`config.mk`:
```
export PLATFORM = sky130hd
export DESIGN_NAME = pipeline_hazard_controller
export DESIGN_NICKNAME = d
export VERILOG_FILES = /design/src/rtl/pipeline_hazard_controller_pkg.sv /design/src/rtl/saturating_counter.sv /design/src/rtl/pipeline_hazard_controller.sv
export SDC_FILE = /design/constraint.sdc
export NUM_CORES = 1
export LEC_CHECK = 0
export BUFFER_PORTS_ARGS = -buffer_cell sky130_fd_sc_hd__buf_2
export CORE_MARGIN = 10
export CORE_UTILIZATION = 49
export DETAILED_ROUTE_END_ITERATION = 7
export PLACE_DENSITY = 0.77
export SETUP_SLACK_MARGIN = 0.1
export SYNTH_ARGS = -nofsm -noshare
export SYNTH_HDL_FRONTEND = slang
export SYNTH_SLANG_ARGS = --single-unit
```
`constraint.sdc`:
```
create_clock -name clock -period 2.18 [get_ports clock]
set_clock_uncertainty 0.15 [all_clocks]
set_input_delay 0 -clock clock [delete_from_list [all_inputs] [get_ports clock]]
set_output_delay 0 -clock clock [all_outputs]
set_load 0.02 [all_outputs]
```
`src/rtl/pipeline_hazard_controller_pkg.sv`:
```
// Shared definitions for the pipeline hazard controller.
//   hazardState_t : controller FSM state (2-bit encoding)
//   DEFAULT_*     : default parameter values used by the controller
package pipeline_hazard_controller_pkg;

    typedef enum logic [1:0] {
        RUN      = 2'd0,
        MEM_WAIT = 2'd1,
        ERROR    = 2'd2
    } hazardState_t;

    localparam int unsigned DEFAULT_REG_ADDR_WIDTH = 5;
    localparam int unsigned DEFAULT_COUNTER_WIDTH  = 32;
    localparam int unsigned DEFAULT_MEM_TIMEOUT    = 255;

endpackage

```
`src/rtl/saturating_counter.sv`:
```
// Saturating up-counter: holds at all-ones instead of wrapping.
// Ports:
//   clock     : rising-edge clock
//   reset     : synchronous active-high clear
//   increment : add one this cycle (ignored once saturated)
//   value     : current count
module saturating_counter #(
    parameter int unsigned WIDTH = 32
) (
    input  logic             clock,
    input  logic             reset,
    input  logic             increment,
    output logic [WIDTH-1:0] value
);

    logic [WIDTH-1:0] value_q, value_d;

    always_comb begin
        value_d = value_q;
        if (increment && (value_q != '1)) begin
            value_d = value_q + WIDTH'(1);
        end
    end

    always_ff @(posedge clock) begin
        if (reset) begin
            value_q <= '0;
        end else begin
            value_q <= value_d;
        end
    end

    assign value = value_q;

endmodule

```
`src/rtl/pipeline_hazard_controller.sv`:
```
// Hazard and sequencing controller for the 5-stage RISC-V pipeline.
// Generates PC / pipeline-register enables, flushes and PC select from the
// ID/EX/MEM control bits and the data-memory handshake. Runs a memory-wait
// FSM with timeout into a sticky ERROR state, and keeps saturating counters.
// Ports:
//   clock, reset                     : clock, synchronous active-high reset
//   idRs1/idRs2, idUsesRs1/idUsesRs2 : sources read by the ID instruction
//   exRd, exMemoryReadEnable         : destination and load flag of EX
//   exBranchTaken                    : redirect resolved in EX
//   memRequest, memReady             : data-memory handshake of MEM
//   *WriteEnable, *Flush, memWbBubble, pcSelectBranch : pipeline controls
//   memTimeoutError                  : set while in ERROR
//   stallCount, flushCount, memWaitCount : performance counters
module pipeline_hazard_controller
    import pipeline_hazard_controller_pkg::*;
#(
    parameter int unsigned REG_ADDR_WIDTH = DEFAULT_REG_ADDR_WIDTH,
    parameter int unsigned COUNTER_WIDTH  = DEFAULT_COUNTER_WIDTH,
    parameter int unsigned MEM_TIMEOUT    = DEFAULT_MEM_TIMEOUT
) (
    input  logic                      clock,
    input  logic                      reset,
    input  logic [REG_ADDR_WIDTH-1:0] idRs1,
    input  logic [REG_ADDR_WIDTH-1:0] idRs2,
    input  logic                      idUsesRs1,
    input  logic                      idUsesRs2,
    input  logic [REG_ADDR_WIDTH-1:0] exRd,
    input  logic                      exMemoryReadEnable,
    input  logic                      exBranchTaken,
    input  logic                      memRequest,
    input  logic                      memReady,
    output logic                      pcWriteEnable,
    output logic                      ifIdWriteEnable,
    output logic                      idExWriteEnable,
    output logic                      exMemWriteEnable,
    output logic                      ifIdFlush,
    output logic                      idExFlush,
    output logic                      memWbBubble,
    output logic                      pcSelectBranch,
    output logic                      memTimeoutError,
    output logic [COUNTER_WIDTH-1:0]  stallCount,
    output logic [COUNTER_WIDTH-1:0]  flushCount,
    output logic [COUNTER_WIDTH-1:0]  memWaitCount
);

    localparam int unsigned WaitW = $clog2(MEM_TIMEOUT + 1);

    hazardState_t     state_q, state_d;
    logic [WaitW-1:0] wait_cnt_q, wait_cnt_d;

    logic freeze, load_use;
    logic inc_stall, inc_flush, inc_wait;

    assign freeze   = memRequest && !memReady;
    assign load_use = exMemoryReadEnable && (exRd != '0) &&
                      ((idUsesRs1 && (idRs1 == exRd)) || (idUsesRs2 && (idRs2 == exRd)));

    always_comb begin
        pcWriteEnable    = 1'b0;
        ifIdWriteEnable  = 1'b0;
        idExWriteEnable  = 1'b0;
        exMemWriteEnable = 1'b0;
        ifIdFlush        = 1'b0;
        idExFlush        = 1'b0;
        memWbBubble      = 1'b0;
        pcSelectBranch   = 1'b0;
        memTimeoutError  = 1'b0;
        inc_stall        = 1'b0;
        inc_flush        = 1'b0;
        inc_wait         = 1'b0;
        state_d          = state_q;
        wait_cnt_d       = wait_cnt_q;

        if (reset) begin
            state_d    = RUN;
            wait_cnt_d = '0;
        end else if (state_q == ERROR) begin
            memWbBubble     = 1'b1;
            memTimeoutError = 1'b1;
        end else begin
            // Priority: memory freeze > branch flush > load-use stall.
            if (freeze) begin
                memWbBubble = 1'b1;
                inc_wait    = 1'b1;
            end else begin
                pcWriteEnable    = 1'b1;
                ifIdWriteEnable  = 1'b1;
                idExWriteEnable  = 1'b1;
                exMemWriteEnable = 1'b1;
                if (exBranchTaken) begin
                    pcSelectBranch = 1'b1;
                    ifIdFlush      = 1'b1;
                    idExFlush      = 1'b1;
                    inc_flush      = 1'b1;
                end else if (load_use) begin
                    pcWriteEnable   = 1'b0;
                    ifIdWriteEnable = 1'b0;
                    idExFlush       = 1'b1;
                    inc_stall       = 1'b1;
                end
            end

            unique case (state_q)
                RUN: begin
                    if (freeze) begin
                        state_d    = MEM_WAIT;
                        wait_cnt_d = WaitW'(1);
                    end
                end
                MEM_WAIT: begin
                    if (memReady) begin
                        state_d    = RUN;
                        wait_cnt_d = '0;
                    end else if (wait_cnt_q == WaitW'(MEM_TIMEOUT)) begin
                        state_d = ERROR;
                    end else begin
                        wait_cnt_d = wait_cnt_q + WaitW'(1);
                    end
                end
                default: begin
                    state_d    = RUN;
                    wait_cnt_d = '0;
                end
            endcase
        end
    end

    always_ff @(posedge clock) begin
        if (reset) begin
            state_q    <= RUN;
            wait_cnt_q <= '0;
        end else begin
            state_q    <= state_d;
            wait_cnt_q <= wait_cnt_d;
        end
    end

    saturating_counter #(.WIDTH(COUNTER_WIDTH)) u_stall_counter (
        .clock     (clock),
        .reset     (reset),
        .increment (inc_stall),
        .value     (stallCount)
    );

    saturating_counter #(.WIDTH(COUNTER_WIDTH)) u_flush_counter (
        .clock     (clock),
        .reset     (reset),
        .increment (inc_flush),
        .value     (flushCount)
    );

    saturating_counter #(.WIDTH(COUNTER_WIDTH)) u_wait_counter (
        .clock     (clock),
        .reset     (reset),
        .increment (inc_wait),
        .value     (memWaitCount)
    );

endmodule

```
# Word level (Yosys, flattened, before mapping)
# Index checks and enable logic that the tools add are counted.
# classes
add_sub_neg	4
n_mux	36
bitwise	1
n_reduce_logical	14
n_eq_ne	11
# op_table
cell	count
$add A32 B1 Y32 const B	3
$ne A32 B32 Y1 const B	3
$mux W1	28
$mux W8	3
$pmux W8 S2	1
$eq A5 B5 Y1	2
$add A8 B1 Y8 const B	1
$eq A8 B8 Y1 const B	1
$logic_and A1 B1 Y1	8
$mux W2	3
$ne A3 B3 Y1 const B	2
$reduce_and A3 Y1	2
$reduce_bool A5 Y1	1
$pmux W2 S2	1
$eq A2 B1 Y1 const B	1
$eq A2 B2 Y1 const B	1
$logic_not A2 Y1	1
$ne A2 B2 Y1 const B	1
$logic_not A1 Y1	1
$logic_or A1 B1 Y1	1
$not A1 Y1	1
# word_totals
regBits	106
out_inout_bits	105

# Logic depth before layout (Yosys ltp)
# Gate-level depths: netlist (run 1).
# depth
depth_word	10
mapped_depth	8
mapped_depth_nobuf	7

# Hierarchy
# From an unflattened synthesis (run 1), not the netlist that was laid out.
# hier_totals
cells_unflattened	682
hier_area_um2	5760.5
# modules_own_cells
mod	cells_each	area_each_um2	instances
saturating_counter at u_flush_counter ...	199	1674.1	2
saturating_counter at u_wait_counter	195	1670.4	1
pipeline_hazard_controller	89	742.0	1

# Worst setup path before layout (run 1)
# Ideal clock, no wire load.
# synth_path
path_kind	flip-flop to flip-flop
startpoint	register u_wait_counter.value_q[0], in the netlist u_wait_counter.value[0]
endpoint	register u_wait_counter.value_q[20], in the netlist u_wait_counter.value[20]
setup_ns	0.128
path_buffers	0
t_arrival_ns	2.048
t_required_ns	1.902
stages_incl_launch_ff	8
setup_slack_ns	-0.145
cell_sequence	dfxtp_1 > ha_1 > nand3_1 > or4_4 > a2111oi_4 > nand4_1 > xor2_1 > nor2_1
# synth_via
elab_chain_len	2
# synth_lines
item	line_no	text
start: declaration	saturating_counter.sv:16	logic [WIDTH-1:0] value_q, value_d;
start signal: assignment	saturating_counter.sv:29	value_q <= value_d;
branches (longest 2 deep; another with $add A32 B1 Y32)	--	
# Several ways; the timed one is not identified.
# A chain may end at the register's enable or synchronous reset.

# Worst setup path after layout (run 1)
# layout_path
startpoint	register u_stall_counter.value_q[1], in the netlist u_stall_counter.value[1]
endpoint	register u_stall_counter.value_q[23], in the netlist u_stall_counter.value[23]
# layout_via
elab_chain_len	2
# layout_lines
item	line_no
start: declaration	saturating_counter.sv:16
start signal: assignment	saturating_counter.sv:29
branches (longest 2 deep; another with $add A32 B1 Y32)	--
# Several ways; the timed one is not identified.

==> run summary, run 1 <==
FLOORPLANNING
--------------------------------------------------------------------------------
Die Outline Area                                                       15400 um2
Effective utilization at floorplan                                         50.9%
Standard cell core area                                                10400 um2
Number of core rows                                                           37
Die outline height                                                        124 um
IO Count                                                                     128
Die W                                                                     124 um

TIMING
--------------------------------------------------------------------------------
Final clock period utilization by the worst path                           97.2%
Time the worst path needs with I/O delays and setup                      2.12 ns
Final setup vio count                                                          0
Slew Limit Headroom                                                        53.9%
Top achievable clock speed                                               472 MHz
Final Max Tran Viols                                                           0
Pin slew with the least headroom to its limit                           0.691 ns
Unrepaired setup endpoints after global routing                              yes
Setup TNS Final                                                             0 ns
Count of endpoints failing hold in the final timing report                     0

GRT
--------------------------------------------------------------------------------
Largest net degree at the start of global routing                             63
Total congestion overflow                                                      0
Number of global-route vias before repair                                   5254
First-pass GRT wire length                                              24500 um
Global router's overall resource usage                                     19.4%
Number of antenna violations at the first check in global routing              0

LAYOUT
--------------------------------------------------------------------------------
Area overhead of the layout relative to synthesis                          40.9%
Commonest non-fill, non-tap cell in the layout                      sky130_fd_sc_hd__buf_2
ANT cells                                                                      0
Leading cell types in the layout, fill and taps excluded            sky130_fd_sc_hd__buf_2, sky130_fd_sc_hd__nor2_1, sky130_fd_sc_hd__buf_4
Finished layout cell area                                               7470 um2
Total number of nets in the final design                                     872
Fillcell total                                                               773
Non-filler cells in the finished layout                                      986
Fraction of final layout cells with drive strength greater than 1          42.4%

SYNTH
--------------------------------------------------------------------------------
Post-Syn Area                                                           5300 um2
#FFs+latches synth                                                           106
Largest cells by area after synthesis                               sky130_fd_sc_hd__dfxtp_1, sky130_fd_sc_hd__xor2_1, sky130_fd_sc_hd__nor2_1
Synthesized instance count                                                   641
Avg Cell Area, Syn                                                      8.27 um2
Area share of the largest cell type after synthesis                        40.0%
Cell type contributing the most total cell area after synthesis     sky130_fd_sc_hd__dfxtp_1
Yosys cell types                                                              50
Post-Syn Nets                                                                668
Share of synthesized area occupied by flip-flops and latches               40.0%
Warning count from the yosys run                                               0

CLOCKING
--------------------------------------------------------------------------------
TritonCTS clock tree                                                         yes
CTS clk-pin slew, worst paths                                            0.10 ns
Clock root buffer                                                   sky130_fd_sc_hd__clkbuf_8
Worst-case clock buffer depth                                                  2
Clk_lat worst skew                                                       0.39 ns
CTS H-tree lvls                                                                3
Number of clock buffers inserted by TritonCTS                                  9
Clock tree sinks                                                             106

WORST SETUP PATH
--------------------------------------------------------------------------------
Worst path arrival time                                                  2.29 ns
R2r startpoint                                                      u_stall_counter.value[1]
Crit start category                                                    flip-flop
Class of the most critical setup path                               flip-flop to flip-flop
R2R depth                                                                      8
Capturing element type of the critical path                            flip-flop
Worst reg-to-reg setup slack                                             0.06 ns
Critical R2R Capture                                                u_stall_counter.value[23]
Maximum fanout count along the critical path                                   5
Critical path required time                                              2.35 ns

POWER AND IR DROP
--------------------------------------------------------------------------------
Leakage power total                                                      3.06 nW
Cell Pwr Density                                                      460 nW/um2
Maximum resistive drop on vdd                                           0.294 mV
Sum of internal, switching and leakage power                           0.00344 W

PLACE
--------------------------------------------------------------------------------
Number of buffer cells added on primary ports                                127
Placed cell area                                                        6580 um2
Post-DP HPWL                                                            11500 um
Number of cells in the design after placement                                938
RePlAce Congestion                                                         0.929

HOLD PATH
--------------------------------------------------------------------------------
Worst Hold Endpoint                                                 u_stall_counter.value[2]
Hold Path Origin                                                    exBranchTaken
Hold Path Class                                                     input port to flip-flop
Cells on Worst Hold Path                                                       5

OUTCOME
--------------------------------------------------------------------------------
Status                                                                 completed

DRT
--------------------------------------------------------------------------------
Total via count in the routed design                                        5539
Via-per-instance ratio                                                      5.62
Number of remaining DRC errors                                                 0
Antenna Violating Nets Remaining                                               0
Wire length per cell after detailed routing                              16.6 um
Detailed Routing Iterations Pass 1                                             5
Total Wirelength                                                        16400 um
Iter 0 DRT Violations                                                        317

JOB
--------------------------------------------------------------------------------
Count of maximum capacitance violations                                        0

==> worst max path at each step <==
stage | start | to | slack, ns | cells after the start
2_1_floorplan | u_wait_counter.value[0] | u_wait_counter.value[20] | 0.08 | 7
6_report | u_stall_counter.value[1] | u_stall_counter.value[23] | 0.06 | 8
5_1_grt | u_stall_counter.value[14] | u_stall_counter.value[3] | -0.02 | 9
3_3_place_gp | u_wait_counter.value[0] | u_wait_counter.value[20] | 0.05 | 7
4_1_cts | u_wait_counter.value[0] | u_wait_counter.value[20] | 0.02 | 8
3_5_place_dp | state_q[0] | u_flush_counter.value[25] | -0.03 | 6
==> logic make-up after synthesis <==
logic type                 after synthesis  share of synthesized area (%)
and+or+nand+nor                        335                           33.5
DFF                                    106                           40.0
xor gates and xnor gates                74                           12.2
AOI/OAI and AO/OA                       73                           8.12
buffers and inverters                   38                           2.97
muxes                                   11                           2.24
adders and majority gates                4                          0.944
==> critical path, cell delays in order, from the launching register on <==
cell and delay, ns:
sky130_fd_sc_hd__dfxtp_4 0.37, sky130_fd_sc_hd__ha_4 0.16, sky130_fd_sc_hd__and2_4 0.16, sky130_fd_sc_hd__and4_4 0.19
sky130_fd_sc_hd__nand4_1 0.18, sky130_fd_sc_hd__nand3_2 0.17, sky130_fd_sc_hd__buf_6 0.19, sky130_fd_sc_hd__or3_4 0.36
sky130_fd_sc_hd__a21oi_2 0.11
==> stage by stage <==
stage                     hold slack, ns  setup slack, ns  utilization [%]
after floorplan                   0.0113           0.0758                -
after global placement             0.185           0.0469             63.2
after detailed placement           0.200          -0.0347             63.2
after CTS                        0.00576           0.0176             67.5
after global routing              0.0304          -0.0194             71.7
final                             0.0277           0.0618             71.7
==> power breakdown <==
part	switching, W	internal (W)
combinational	0.000133	0.0000854
clock	0.000715	0.000577
sequential	0.00000680	0.00192
total	0.000854	0.00259
==> state kept, by name, indices dropped and copies added (netlist names) <==
register,count
state_q,2
u_flush_counter.value,32
u_stall_counter.value,32
u_wait_counter.value,32
wait_cnt_q,8
==> synthesized netlist by cell type (all sizes together) <==
| library cell | instances |
|---|---|
| nor4 | 9 |
| mux2i | 4 |
| nor4bb | 1 |
| nand3b | 1 |
| ha | 4 |
| or4 | 10 |
| dfxtp | 106 |
| clkbuf | 16 |
| nor3b | 1 |
| nor2 | 97 |
| nand4b | 1 |
| and2 | 8 |
| o2111ai | 1 |
| mux2 | 7 |
| and4bb | 1 |
| xor2 | 43 |
| a31oi | 4 |
| nor2b | 5 |
| nand4 | 39 |
| and4 | 12 |
| nand2 | 42 |
| nor4b | 2 |
| o21a | 1 |
| o21ai | 27 |
| o31ai | 4 |
| a2111oi | 2 |
| nand3 | 43 |
| nor3 | 19 |
| xnor2 | 31 |
| inv | 14 |
| or2 | 1 |
| o22ai | 1 |
| buf | 8 |
| a211o | 1 |
| and3 | 14 |
| or3 | 26 |
| a21oi | 32 |
| nand2b | 3 |
==> final cells by class <==
cell class / instances / area [um2] / share of cell area (%)
multi-input cells: 498 / 3480 / 46.6
flip-flops and latches: 106 / 2210 / 29.6
repair buffers: 216 / 1350 / 18.0
well taps: 136 / 170 / 2.28
clock buffers: 10 / 138 / 1.84
clock inverters: 6 / 72.6 / 0.971
inverters: 14 / 52.6 / 0.703
==> layer usage <==
metal	GRT usage [%]	vias to the layer above	routed length, um
li1	-	2685	-
met1	23.0	2643	6720
met3	4.57	23	1200
met4	8.49	0	323
met2	32.6	188	8120
met5	0	-	0
==> timing repair <==
action | 4_1_cts | 5_1_grt
hold endpoints to repair | 52 | 0
hold buffers | 4 | 0
pin swaps | 8 | 30
gates cloned | 0 | 2
buffers inserted | 11 | 17
setup endpoints to repair | 41 | 77
resized for setup | 21 | 78
(Power assumes the default switching activity.)
==> inputs of run 2 (changes only) <==
--- a/config.mk
+++ b/config.mk
@@ -9,8 +9,9 @@
 export CORE_MARGIN = 10
 export CORE_UTILIZATION = 49
 export DETAILED_ROUTE_END_ITERATION = 7
-export PLACE_DENSITY = 0.77
+export PLACE_DENSITY = 0.76
 export SETUP_SLACK_MARGIN = 0.1
 export SYNTH_ARGS = -nofsm -noshare
 export SYNTH_HDL_FRONTEND = slang
+export SYNTH_HIERARCHICAL = 1
 export SYNTH_SLANG_ARGS = --single-unit
==> run 2 against run 1 <==
  * The run now ends with hold timing, setup timing left
  * Non-clock buffer count rose by 112
  * Area after synthesis rose by 8.6%
  * Global-route usage rose by 4.4 points
  * Power rose by 14%
  * Largest cell class unchanged
  * Largest power group unchanged
==> run summary, run 2 <==
TIMING
--------------------------------------------------------------------------------
Slew Limit Headroom                                                        26.3%
Top achievable clock speed                                               362 MHz
Time the worst path needs with I/O delays and setup                      2.76 ns
Final setup vio count                                                         66
Pin slew with the least headroom to its limit                            1.11 ns
Smallest hold slack                                                   -0.0680 ns
Worst Setup Slack, final                                               -0.580 ns
Count of endpoints failing hold in the final timing report                     9
Final Max Tran Viols                                                           0
Final clock period utilization by the worst path                            127%
Unrepaired setup endpoints after global routing                              yes

POWER AND IR DROP
--------------------------------------------------------------------------------
Maximum resistive drop on vdd                                           0.908 mV
Cell Pwr Density                                                      414 nW/um2
Leakage power total                                                      3.73 nW

SYNTH
--------------------------------------------------------------------------------
Most common cell in the netlist                                     sky130_fd_sc_hd__dfxtp_1
Avg Cell Area, Syn                                                      8.45 um2
Synthesized instance count                                                   682
Synth cell count leaders                                            sky130_fd_sc_hd__dfxtp_1, sky130_fd_sc_hd__a21oi_1, sky130_fd_sc_hd__nor2_1, sky130_fd_sc_hd__nand3_1, sky130_fd_sc_hd__nand2_1
#FFs+latches synth                                                           106
Share of synthesized area occupied by flip-flops and latches               36.8%
Post-Syn Area                                                           5760 um2
Post-Syn Nets                                                                709
Yosys cell types                                                              67
Cell type contributing the most total cell area after synthesis     sky130_fd_sc_hd__dfxtp_1
Warning count from the yosys run                                               6
EDFF count, synth                                                              0
Flip-flop cell with the highest count after synthesis               sky130_fd_sc_hd__dfxtp_1
Share of flip-flops with an asynchronous set or reset                         0%
Largest cells by area after synthesis                               sky130_fd_sc_hd__dfxtp_1, sky130_fd_sc_hd__a21oi_1, sky130_fd_sc_hd__o31ai_1
Area share of the largest cell type after synthesis                        36.8%

GRT
--------------------------------------------------------------------------------
Largest net degree at the start of global routing                             89
Global router's overall resource usage                                     23.8%
Number of antenna violations at the first check in global routing              1
First-pass GRT wire length                                              32700 um
Total congestion overflow                                                      0
Number of global-route vias before repair                                   6770

CLOCKING
--------------------------------------------------------------------------------
Clk_lat worst skew                                                       0.36 ns
TritonCTS clock tree                                                         yes
Clock root buffer                                                   sky130_fd_sc_hd__clkbuf_16
Worst-case clock buffer depth                                                  2
Clock tree sinks                                                             106
CTS clk-pin slew, worst paths                                            0.07 ns
CTS H-tree lvls                                                                3
Number of clock buffers inserted by TritonCTS                                  9

FLOORPLANNING
--------------------------------------------------------------------------------
Effective utilization at floorplan                                         50.2%
Standard cell core area                                                11500 um2
Die outline height                                                        128 um
Die Outline Area                                                       16500 um2
Die W                                                                     128 um
IO Count                                                                     128
Number of core rows                                                           39

DRT
--------------------------------------------------------------------------------
Detailed Routing Iterations Pass 1                                             8
Iter 0 DRT Violations                                                        846
Met3 layer wire length in the routed design                              1990 um
Total Wirelength                                                        23500 um
Via-per-instance ratio                                                      6.31
Antenna Violating Nets Remaining                                               0
Amount of wire on met2 after detailed routing                           12000 um
Routed length on met1                                                    8610 um
Highest layer used for signal routing                                       met4
Total via count in the routed design                                        7161
Number of remaining DRC errors                                                 0
Wire length per cell after detailed routing                              20.7 um

LAYOUT
--------------------------------------------------------------------------------
Total number of nets in the final design                                    1012
Post-layout utilization of the core                                        82.5%
Commonest non-fill, non-tap cell in the layout                      sky130_fd_sc_hd__buf_4
Finished layout cell area                                               9460 um2
Leading cell types in the layout, fill and taps excluded            sky130_fd_sc_hd__buf_4, sky130_fd_sc_hd__buf_2, sky130_fd_sc_hd__nor2_1
Area overhead of the layout relative to synthesis                          64.2%
Fillcell total                                                               634
Fraction of final layout cells with drive strength greater than 1          57.6%

PLACE
--------------------------------------------------------------------------------
Placed cell area                                                        7890 um2
Number of buffer cells added on primary ports                                127
Post-DP HPWL                                                            13900 um
RePlAce Congestion                                                         0.902

WORST SETUP PATH
--------------------------------------------------------------------------------
Capturing element type of the critical path                            flip-flop
Buffer and inverter count on the worst path                                    6
Critical Path, Cell by Cell                                         nor2b_4 > or3_4 > buf_6 > inv_4 > nand2_4 > inv_4 > nand4_1 > nor4_4 > buf_4 > buf_4 > nand3_2 > buf_4 > o31ai_2 > a21oi_2
Most common cell on crit path                                       sky130_fd_sc_hd__buf_4
Crit start category                                                    flip-flop
Critical path required time                                              2.23 ns
Family with the most delay on the worst path                        simple AND/OR/NAND/NOR gates
Worst path arrival time                                                  2.82 ns
Worst path slowest cell                                             sky130_fd_sc_hd__or3_4
Maximum fanout count along the critical path                                   3
Class of the most critical setup path                               flip-flop to flip-flop
Crit-path max cell delay                                                 0.38 ns

JOB
--------------------------------------------------------------------------------
Count of maximum capacitance violations                                        0

OUTCOME
--------------------------------------------------------------------------------
Failing checks                                                      hold timing, setup timing
Status                                                              finished with violations

HOLD PATH
--------------------------------------------------------------------------------
Hold Path Class                                                     input port to flip-flop

run 2: metal layers:
layer  vias to the layer above  global-route usage, %
met5                         -                      0
met4                         0                   8.54
met3                        85                   8.01
met2                       394                   42.0
met1                      3493                   25.9
li1                       3189                      -
run 2: kinds of logic (layout without fill, tap and decap cells):
kind of cell / after synthesis / in the layout / synth area share (%)
adder cells (fa/ha/maj): 4 / 4 / 0.869
multiplexers: 9 / 9 / 1.76
AND/OR/NAND/NOR: 317 / 317 / 32.8
AO/OA/AOI/OAI: 165 / 165 / 18.7
flip-flops: 106 / 106 / 36.8
XOR/XNOR: 36 / 36 / 5.47
other: 0 / 1 / 0
buffers and inverters: 45 / 353 / 3.56
run 2: cell type report:
class / instances / area (um2) / area share (%)
clock buffer: 15 / 279 / 2.95
inverter: 9 / 41.3 / 0.436
multi-input combinational: 531 / 4360 / 46.1
sequential: 106 / 2230 / 23.5
antenna: 1 / 2.50 / 0.0264
clock inverter: 1 / 30.0 / 0.317
timing repair buffer: 328 / 2340 / 24.8
tap: 143 / 179 / 1.89
run 2: final timing paths:
check,start,end,slack (ns),cells past startpoint
worst max-delay path,state_q[1],u_flush_counter/value[25],-0.58,14
worst min-delay path,reset,u_stall_counter/value[14],-0.07,3
worst max register to register,state_q[1],u_flush_counter/value[25],-0.58,14
worst min register to register,wait_cnt_q[1],wait_cnt_q[1],0.33,2
run 2: power by group:
group | internal, W | leakage, nW | switching, W | total [W]
combinational | 0.0000974 | 2.69 | 0.000141 | 0.000238
clock | 0.000996 | 0.149 | 0.000751 | 0.00175
sequential | 0.00192 | 0.887 | 0.00000763 | 0.00193
run 2: repair_timing:
| item | 4_1_cts | 5_1_grt |
|---|---|---|
| endpoints found under the hold margin | 17 | 6 |
| endpoints found under the setup margin | 87 | 92 |
| gates resized for setup | 70 | 120 |
| buffers inserted | 33 | 28 |
| hold buffers | 2 | 1 |
| cloned | 1 | 0 |
| pin swaps | 60 | 68 |
run 2: tightest hold or removal path, stage by stage:
cell and delay, ns:
sky130_fd_sc_hd__buf_4 0.09, sky130_fd_sc_hd__buf_4 0.25, sky130_fd_sc_hd__a21oi_1 0.06
run 2: per-stage QoR:
stage          setup slack, ns  instances  TNS [ns]  total power, W
2_1_floorplan           -0.627        682    -10.54         0.00209
3_3_place_gp            -0.526       1059    -10.64         0.00218
3_5_place_dp            -0.638       1059    -14.87         0.00219
4_1_cts                 -0.493       1110    -10.91         0.00392
5_1_grt                 -0.661       1133    -22.44         0.00400
6_report                -0.580       1134    -17.38         0.00392
